--- src/rtl/invsqrt_arbiter.sv ---
// Two-requester round-robin front end for a shared fixed-latency inverse-square-root core.
// A tag pipeline tracks which requester owns each in-flight result. A flush handshake quiesces the core.
module invsqrt_arbiter #(
    parameter int DATA_W  = 32,
    parameter int LATENCY = 4
) (
    input  logic              clk,
    input  logic              rst,
    input  logic              req0_valid,
    input  logic [DATA_W-1:0] req0_data,
    output logic              req0_ready,
    input  logic              req1_valid,
    input  logic [DATA_W-1:0] req1_data,
    output logic              req1_ready,
    output logic [DATA_W-1:0] core_data_in,
    input  logic [DATA_W-1:0] core_data_out,
    input  logic              core_data_valid,
    output logic              rsp0_valid,
    output logic [DATA_W-1:0] rsp0_data,
    output logic              rsp1_valid,
    output logic [DATA_W-1:0] rsp1_data,
    input  logic              flush,
    output logic              flush_done,
    output logic              busy,
    output logic              err
);

    localparam int CNT_W = $clog2(LATENCY + 2);

    typedef enum logic [1:0] {RUN, DRAIN, DONE} state_t;

    state_t           state;
    logic             lastGrant;
    logic [LATENCY:0] tagValid;
    logic [LATENCY:0] tagId;
    logic [CNT_W-1:0] inFlight;
    logic             open;
    logic             grant0;
    logic             grant1;
    logic             xfer;
    logic             dueValid;
    logic             dueId;

    // Grants already include the valid, so a grant is a transfer.
    always_comb begin
        open     = (state == RUN) && !rst;
        grant0   = open && req0_valid && (!req1_valid || lastGrant);
        grant1   = open && req1_valid && (!req0_valid || !lastGrant);
        xfer     = grant0 || grant1;
        dueValid = tagValid[LATENCY];
        dueId    = tagId[LATENCY];
    end

    assign req0_ready = grant0;
    assign req1_ready = grant1;
    assign busy       = (inFlight != '0);

    always_ff @(posedge clk) begin
        if (rst) begin
            state        <= RUN;
            lastGrant    <= 1'b1;
            tagValid     <= '0;
            tagId        <= '0;
            inFlight     <= '0;
            core_data_in <= '0;
            rsp0_valid   <= 1'b0;
            rsp0_data    <= '0;
            rsp1_valid   <= 1'b0;
            rsp1_data    <= '0;
            flush_done   <= 1'b0;
            err          <= 1'b0;
        end else begin
            tagValid     <= {tagValid[LATENCY-1:0], xfer};
            tagId        <= {tagId[LATENCY-1:0], grant1};
            core_data_in <= grant1 ? req1_data : (grant0 ? req0_data : '0);
            if (xfer)
                lastGrant <= grant1;

            // The last tag stage lines up with the core output one cycle before delivery.
            rsp0_valid <= dueValid && !dueId;
            rsp1_valid <= dueValid && dueId;
            if (dueValid && !dueId)
                rsp0_data <= core_data_out;
            if (dueValid && dueId)
                rsp1_data <= core_data_out;
            if (dueValid && !core_data_valid)
                err <= 1'b1;

            case ({xfer, dueValid})
                2'b10:   inFlight <= inFlight + CNT_W'(1);
                2'b01:   inFlight <= inFlight - CNT_W'(1);
                default: inFlight <= inFlight;
            endcase

            case (state)
                RUN: begin
                    if (flush)
                        state <= DRAIN;
                end
                DRAIN: begin
                    if (inFlight == '0) begin
                        state      <= DONE;
                        flush_done <= 1'b1;
                    end
                end
                DONE: begin
                    if (!flush) begin
                        state      <= RUN;
                        flush_done <= 1'b0;
                    end
                end
                default: state <= RUN;
            endcase
        end
    end

endmodule

--- config.mk ---
export PLATFORM = sky130hd
export DESIGN_NAME = invsqrt_arbiter
export DESIGN_NICKNAME = d
export VERILOG_FILES = /design/src/rtl/invsqrt_arbiter.sv
export SDC_FILE = /design/constraint.sdc
export NUM_CORES = 1
export LEC_CHECK = 0
export ABC_AREA = 1
export CORE_ASPECT_RATIO = 2
export CORE_UTILIZATION = 40
export CTS_BUF_LIST = sky130_fd_sc_hd__clkbuf_8
export DETAILED_ROUTE_END_ITERATION = 7
export DONT_BUFFER_PORTS = 1
export PLACE_DENSITY_LB_ADDON = 0.1
export SETUP_SLACK_MARGIN = 0.2
export SLEW_MARGIN = 20
export SYNTH_ARGS = -nofsm -noshare
export SYNTH_HDL_FRONTEND = slang
export SYNTH_SLANG_ARGS = --single-unit
--- constraint.sdc ---
create_clock -name clk -period 3.6 [get_ports clk]
set_input_delay 0.36 -clock clk [delete_from_list [all_inputs] [get_ports clk]]
set_output_delay 0.36 -clock clk [all_outputs]
set_load 0.03 [all_outputs]
==> results.ini, run 1 <==
[clock_tree]
htreeDepth=4
clk_pin_slew_ps=70
clock-sinks=116
post_cts_resize_count=0
clock_path_buffers=2
tritoncts.num_buffers=17
clock_tree_from_tritoncts=built
clock_insertion_delay_worst_skew_ps=410
clock-root-buffer=clkbuf_8

[status]
outcome=completed

[die]
floorplan.die.width_um=73.9
start_util_pct=41.0
top_level_port_count=205
fp.dieArea_um2=10800
core-area_um2=10100
row_count=52
fp.dieH_um=146

[synthesis]
yosys.area_share.xor_xnor_pct=0
postSynthCellCount=509
synth.mux.area_fraction_pct=0
synth-warning-count=0
synthesis.nets=613
synthDistinctLibCells=25
fraction_of_the_yosys_area_taken_by_sequential_cells_pct=56.2
netlist_area_um2=4130
synth_seq_cells=116
synth_area_per_cell_um2=8.12
synth_fa_ha_area_share_pct=0.787
synth_compound_gate_area_share_pct=9.18
synth_simple_gate_area_share_pct=26.2
dominant_combinational_cell_family_by_area_after_synthesis=simple AND/OR/NAND/NOR gates

[setup_path]
startpoint_type=register
path_cells=inv_1 -> nand2_2 -> nor2_4 -> buf_4 -> nand2_1 -> inv_1 -> nor2_2 -> ha_1 -> inv_1 -> fa_1 -> nand2_1 -> nand3_1 -> nand2_1 -> inv_1 -> nor2_1
worst-r2r-setup-slack_ps=1230
critical_path.max_stage_delay_ps=430
reg2reg_depth=15
worst-endpoint-required_ps=3950
worst-path-buf-inv=5
reg2reg_from=state[1]
worst-endpoint-arrival_ps=2720
critPathMaxFanout=33
cpLargestDelayFamily=simple AND/OR/NAND/NOR gates
setup.worst_path.end_class=register
critical_path.slowest_cell=dfxtp_1
r2r-end=inFlight[2]
criticalPathCategory=register to register
crit_top_cell=inv_1

[finish]
num_antenna_cells=0
final_layout_size_suffix_gt1_share_pct=8.74
num-fill-cells=1013
area_overhead_vs_synth_pct=10.6
mostFrequentLayoutCell=nor2_1
mostFrequentLayoutCells=143 x nor2_1, 116 x dfxtp_1, 75 x nand2_1, 64 x o21ai_0, 35 x nand3_1
num-nets-final=607
utilization_pct=45.3

[routing]
vias=3240
drc=0
totalWireLength_um=9760
drtAntennaViolNets=0
via_per_inst=4.98
dr.pass1.iters=4
count_of_routing_violations_after_the_opening_detailed_route_iteration=99
post_drt_wl_per_cell_um=15.0

[sta]
clock.fmax_mhz=422
timing.final.crit_share_pct=65.8
unrepaired_setup_endpoints_after_global_routing=false
totalNegativeSetupSlack_ps=0
timing.max_slew.rel_slack_pct=53.7
period_minus_slack_ps=2370
final_hold_viol_count=0
final_report_max_slew_violation_count=0
timing_worst_slew_pin_value_ps=692
skew_ps=9.90
setup-violations-final=0

[min_path]
worstHoldPathType=input pin to register
holdPathEnd=core_data_in[11]
hp-start=req1_data[11]
min_path_cells=2

[global_route]
grt_max_degree=70
grt.overflow.total=0
track_usage_pct=18.3
via_count_of_the_first_global_routing_pass=3104
grt_first_pass_wirelength_um=14700
antenna_found_initial=0

[placement]
placement.io_buffers=0
placer_congestion=0.743
post-dp-hpwl_um=6860

[flow_run]
drv.max_cap_violation_count=0

[power]
peakVddDrop_uv=332
powerDensity_nw_per_um2=627
static-leakage-power_nw=1.99

==> logic make-up (layout without fill, tap and decap cells) <==
family / count (synthesis) / in the layout
AO/OA/AOI/OAI: 73 / 73
adder cells (fa/ha/maj): 2 / 2
buffers and inverters: 56 / 62
flip-flops: 116 / 116
AND/OR/NAND/NOR: 262 / 262
==> power by group <==
part,switching (W),leakage (nW),internal (W)
sequential,0.0000987,0.942,0.00133
clock,0.000495,0.227,0.000799
combinational,0.0000992,0.825,0.0000426
total,0.000693,1.99,0.00217
==> metrics by stage <==
stage          cells  hold slack, ps  total power [W]  setup WS, ps  area (um2)
2_1_floorplan    509             388          0.00158          1690        4130
3_3_place_gp     617             389          0.00159          1360        4110
3_5_place_dp     617             395          0.00160          1260        4110
4_1_cts          650            21.9          0.00290          1240        4570
5_1_grt          650            16.3          0.00298          1100        4570
6_report         650            47.9          0.00287          1230        4570
==> cell type report <==
class	count	area (um2)	share of cell area (%)
clock inverter	11	159	3.48
multi-input combinational	337	1500	32.7
inverter	26	105	2.30
tap	135	169	3.70
timing repair buffer	5	42.5	0.931
sequential	116	2320	50.8
clock buffer	20	275	6.03
==> cells in the mapped netlist <==
| master | n | area share, % |
|---|---|---|
| nor2_2 | 1 | 0.15 |
| inv_1 | 21 | 1.9 |
| inv_2 | 3 | 0.27 |
| nand3_2 | 1 | 0.24 |
| a21boi_4 | 1 | 0.45 |
| clkbuf_1 | 6 | 0.55 |
| nand4_1 | 2 | 0.30 |
| nor2_1 | 143 | 13 |
| inv_6 | 1 | 0.21 |
| buf_6 | 9 | 2.5 |
| ha_1 | 1 | 0.30 |
| clkbuf_2 | 1 | 0.12 |
| nor2_4 | 3 | 0.82 |
| nand3_1 | 35 | 4.2 |
| o21ai_0 | 64 | 7.8 |
| fa_1 | 1 | 0.48 |
| a21oi_1 | 5 | 0.61 |
| inv_4 | 1 | 0.15 |
| o21ai_1 | 3 | 0.36 |
| nand2_1 | 75 | 6.8 |
| nand4_4 | 1 | 0.51 |
| buf_2 | 10 | 1.2 |
| dfxtp_1 | 116 | 56 |
| buf_4 | 4 | 0.73 |
| nand2_2 | 1 | 0.15 |
==> worst register-to-register path, cell delays in order, from the launching register on <==
cell and delay [ps]:
dfxtp_1 430, inv_1 90, nand2_2 80, nor2_4 30
buf_4 220, nand2_1 140, inv_1 170, nor2_2 150
ha_1 180, inv_1 60, fa_1 380, nand2_1 110
nand3_1 80, nand2_1 60, inv_1 40, nor2_1 90
==> per-layer routing <==
| metal | wire length, um | part of all wire (%) | track usage (%) |
|---|---|---|---|
| met5 | 0 | 0 | 0 |
| met4 | 267 | 2.7 | 8.65 |
| met3 | 751 | 7.7 | 6.58 |
| met2 | 5370 | 55 | 34.3 |
| met1 | 3370 | 35 | 16.4 |
==> state kept, by name, summed over array words and instances (netlist names) <==
name / cells
inFlight: 3
tagId: 5
rsp1_valid: 1
tagValid: 5
lastGrant: 1
rsp0_data: 32
err: 1
flush_done: 1
rsp1_data: 32
core_data_in: 32
rsp0_valid: 1
state: 2
==> worst max path at each step <==
stage	from	endpoint	depth (start not counted)
2_1_floorplan	state[1]	inFlight[2]	15
3_3_place_gp	state[1]	inFlight[2]	16
3_5_place_dp	state[1]	inFlight[2]	15
4_1_cts	state[1]	inFlight[2]	15
5_1_grt	state[1]	inFlight[2]	16
6_report	state[1]	inFlight[2]	15
==> timing repair <==
action,4_1_cts,5_1_grt
hold endpoints to repair,13,0
hold buffers,2,0
buffers inserted,0,0
setup endpoints to repair,0,0
Power figures use the tool's default switching activity.
==> run 2: changes to the inputs <==
==> constraint.sdc (replaced) <==
create_clock -name clk -period 2.3 [get_ports clk]
set_input_delay 0.23 -clock clk [delete_from_list [all_inputs] [get_ports clk]]
set_output_delay 0.23 -clock clk [all_outputs]
set_load 0.03 [all_outputs]
==> results.ini, run 2 (synthesis gave the netlist of run 1 again) <==
[routing]
drc=0  ; unchanged
totalWireLength_um=10600  ; +8.3%
dr.pass1.iters=4  ; unchanged
count_of_routing_violations_after_the_opening_detailed_route_iteration=147  ; +48%
via_per_inst=4.91  ; -1.6%
drtAntennaViolNets=0  ; unchanged
post_drt_wl_per_cell_um=14.0  ; -6.5%
vias=3694  ; +14%

[global_route]
grt_first_pass_wirelength_um=16300  ; +11%
via_count_of_the_first_global_routing_pass=3597  ; +16%
grt.overflow.total=0  ; unchanged
antenna_found_initial=0  ; unchanged
track_usage_pct=20.0  ; +1.7 points
grt_max_degree=70  ; unchanged

[finish]
num-fill-cells=919  ; -9.3%
num_antenna_cells=0  ; unchanged
combined_flip_flop_and_latch_cell_area_um2=2320  ; +0.11%
area_overhead_vs_synth_pct=35.8
largest_registers=core_data_in x32, rsp0_data x32, rsp1_data x32
final_layout_size_suffix_gt1_share_pct=8.25  ; -0.49 points
multiInputGateArea_um2=1500  ; unchanged
mostFrequentLayoutCells=143 x nor2_1, 114 x dfxtp_1, 101 x dlygate4sd3_1, 75 x nand2_1, 64 x o21ai_0
mostFrequentLayoutCell=nor2_1
num-nets-final=709  ; +17%

[sta]
final_report_max_slew_violation_count=0  ; unchanged
totalNegativeSetupSlack_ps=0  ; unchanged
timing.max_slew.rel_slack_pct=60.8  ; +7.0 points
timing_worst_slew_pin_value_ps=587  ; -105 ps
setup-violations-final=0  ; unchanged
skew_ps=11.1  ; +1.20 ps
timing.final.crit_share_pct=82.4  ; +17 points
final_hold_viol_count=0  ; unchanged
period_minus_slack_ps=1890  ; -474 ps
fin_ws_ps=405  ; -826 ps
unrepaired_setup_endpoints_after_global_routing=false
clock.fmax_mhz=528  ; +25%

[clock_tree]
htreeDepth=4  ; unchanged
clock-sinks=116  ; unchanged
tritoncts.num_buffers=17  ; unchanged
clock_path_buffers=2  ; unchanged
clock_tree_from_tritoncts=built
clock_insertion_delay_worst_skew_ps=420  ; about the same
clk_pin_slew_ps=70  ; about the same
clock-root-buffer=clkbuf_8

[placement]
post-dp-hpwl_um=6720  ; -2.0%
preCtsSetupSlack_ps=368  ; -889 ps
placer_congestion=0.738  ; -0.58%
placement.io_buffers=0  ; unchanged

[die]
start_util_pct=41.0  ; unchanged
fp.dieArea_um2=10800  ; unchanged
floorplan.die.width_um=73.9  ; unchanged
fp.dieH_um=146  ; unchanged
top_level_port_count=205  ; unchanged
row_count=52  ; unchanged
core-area_um2=10100  ; unchanged

[power]
peakVddDrop_uv=484  ; +46%
static-leakage-power_nw=2.49  ; +25%
powerDensity_nw_per_um2=850  ; +35%

[setup_path]
reg2reg_depth=15  ; unchanged
crit_top_cell=inv_1
critPathMaxFanout=4  ; -88%
crit_path_launch=state[0]
worst-endpoint-arrival_ps=2220  ; -500 ps
reg2reg_from=state[0]
startpoint_type=register
worst-endpoint-required_ps=2630  ; -1320 ps
critical_path.slowest_cell=fa_1
path_cells=inv_1 -> nand2_2 -> nor2_4 -> nand2_1 -> inv_1 -> nor2_2 -> ha_1 -> inv_1 -> fa_1 -> inv_1 -> nand2_1 -> nand3_1 -> nand2_1 -> inv_1 -> nor2_1
critical_path.max_stage_delay_ps=390  ; -40 ps
criticalPathCategory=register to register
setup.worst_path.end_class=register

[flow_run]
drv.max_cap_violation_count=0  ; unchanged

[min_path]
min_path_cells=4  ; +2
hp-start=rst
worstHoldPathType=input pin to register

[status]
outcome=completed

[run 2: routing by layer]
metal / up-vias / GRT usage [%] / share of wire [%]
met1: 1683 / 17.7 / 35
met2: 173 / 37.0 / 54
met4: 0 / 11.4 / 3.7
met3: 31 / 7.06 / 7.1
li1: 1807 / - / -
met5: - / 0 / 0
[run 2: final cells by class]
type                            count  share of cell area (%)
Sequential cell                   116                    41.4
Multi-Input combinational cell    337                    26.7
Timing Repair Buffer              107                    18.8
Clock buffer                       18                    4.42
Clock inverter                     14                    3.77
Tap cell                          135                    3.01
Inverter                           26                    1.87
[run 2: power breakdown]
part	switching (W)	total (W)	leakage [nW]	internal, W
combinational	0.000192	0.000392	1.32	0.000200
clock	0.000823	0.00214	0.227	0.00131
sequential	0.000154	0.00224	0.943	0.00209
[run 2: repair_timing]
| action | in CTS | in global routing |
|---|---|---|
| hold buffers | 101 | 0 |
| gates resized for setup | 0 | 2 |
| endpoints found under the hold margin | 111 | 0 |
| endpoints found under the setup margin | 0 | 1 |
| buffers inserted | 0 | 0 |
[run 2: metrics by stage]
stage | instance area (um2) | util [%] | hold slack (ps) | power (W) | cells
4_1_cts | 5610 | 55.6 | 19.9 | 0.00483 | 753
2_1_floorplan | 4130 | - | 333 | 0.00248 | 509
3_3_place_gp | 4140 | 41.0 | 304 | 0.00250 | 620
3_5_place_dp | 4140 | 41.0 | 307 | 0.00251 | 620
6_report | 5610 | 55.6 | 53.1 | 0.00477 | 753
5_1_grt | 5610 | 55.6 | 39.7 | 0.00496 | 753
[run 2: worst paths after layout]
| kind | to | slack (ps) |
|---|---|---|
| worst max-delay path | inFlight[2] | 410 |
| worst min-delay path | lastGrant | 50 |
| worst max register to register | inFlight[2] | 410 |
| worst min register to register | tagValid[3] | 400 |
[run 2: worst max-delay path: cells and delay by family (launching register included)]
family	cells	cell delay (ps)
AND/OR/NAND/NOR	8	550
flip-flops	1	360
buffers and inverters	5	350
adder cells (fa/ha/maj)	2	560
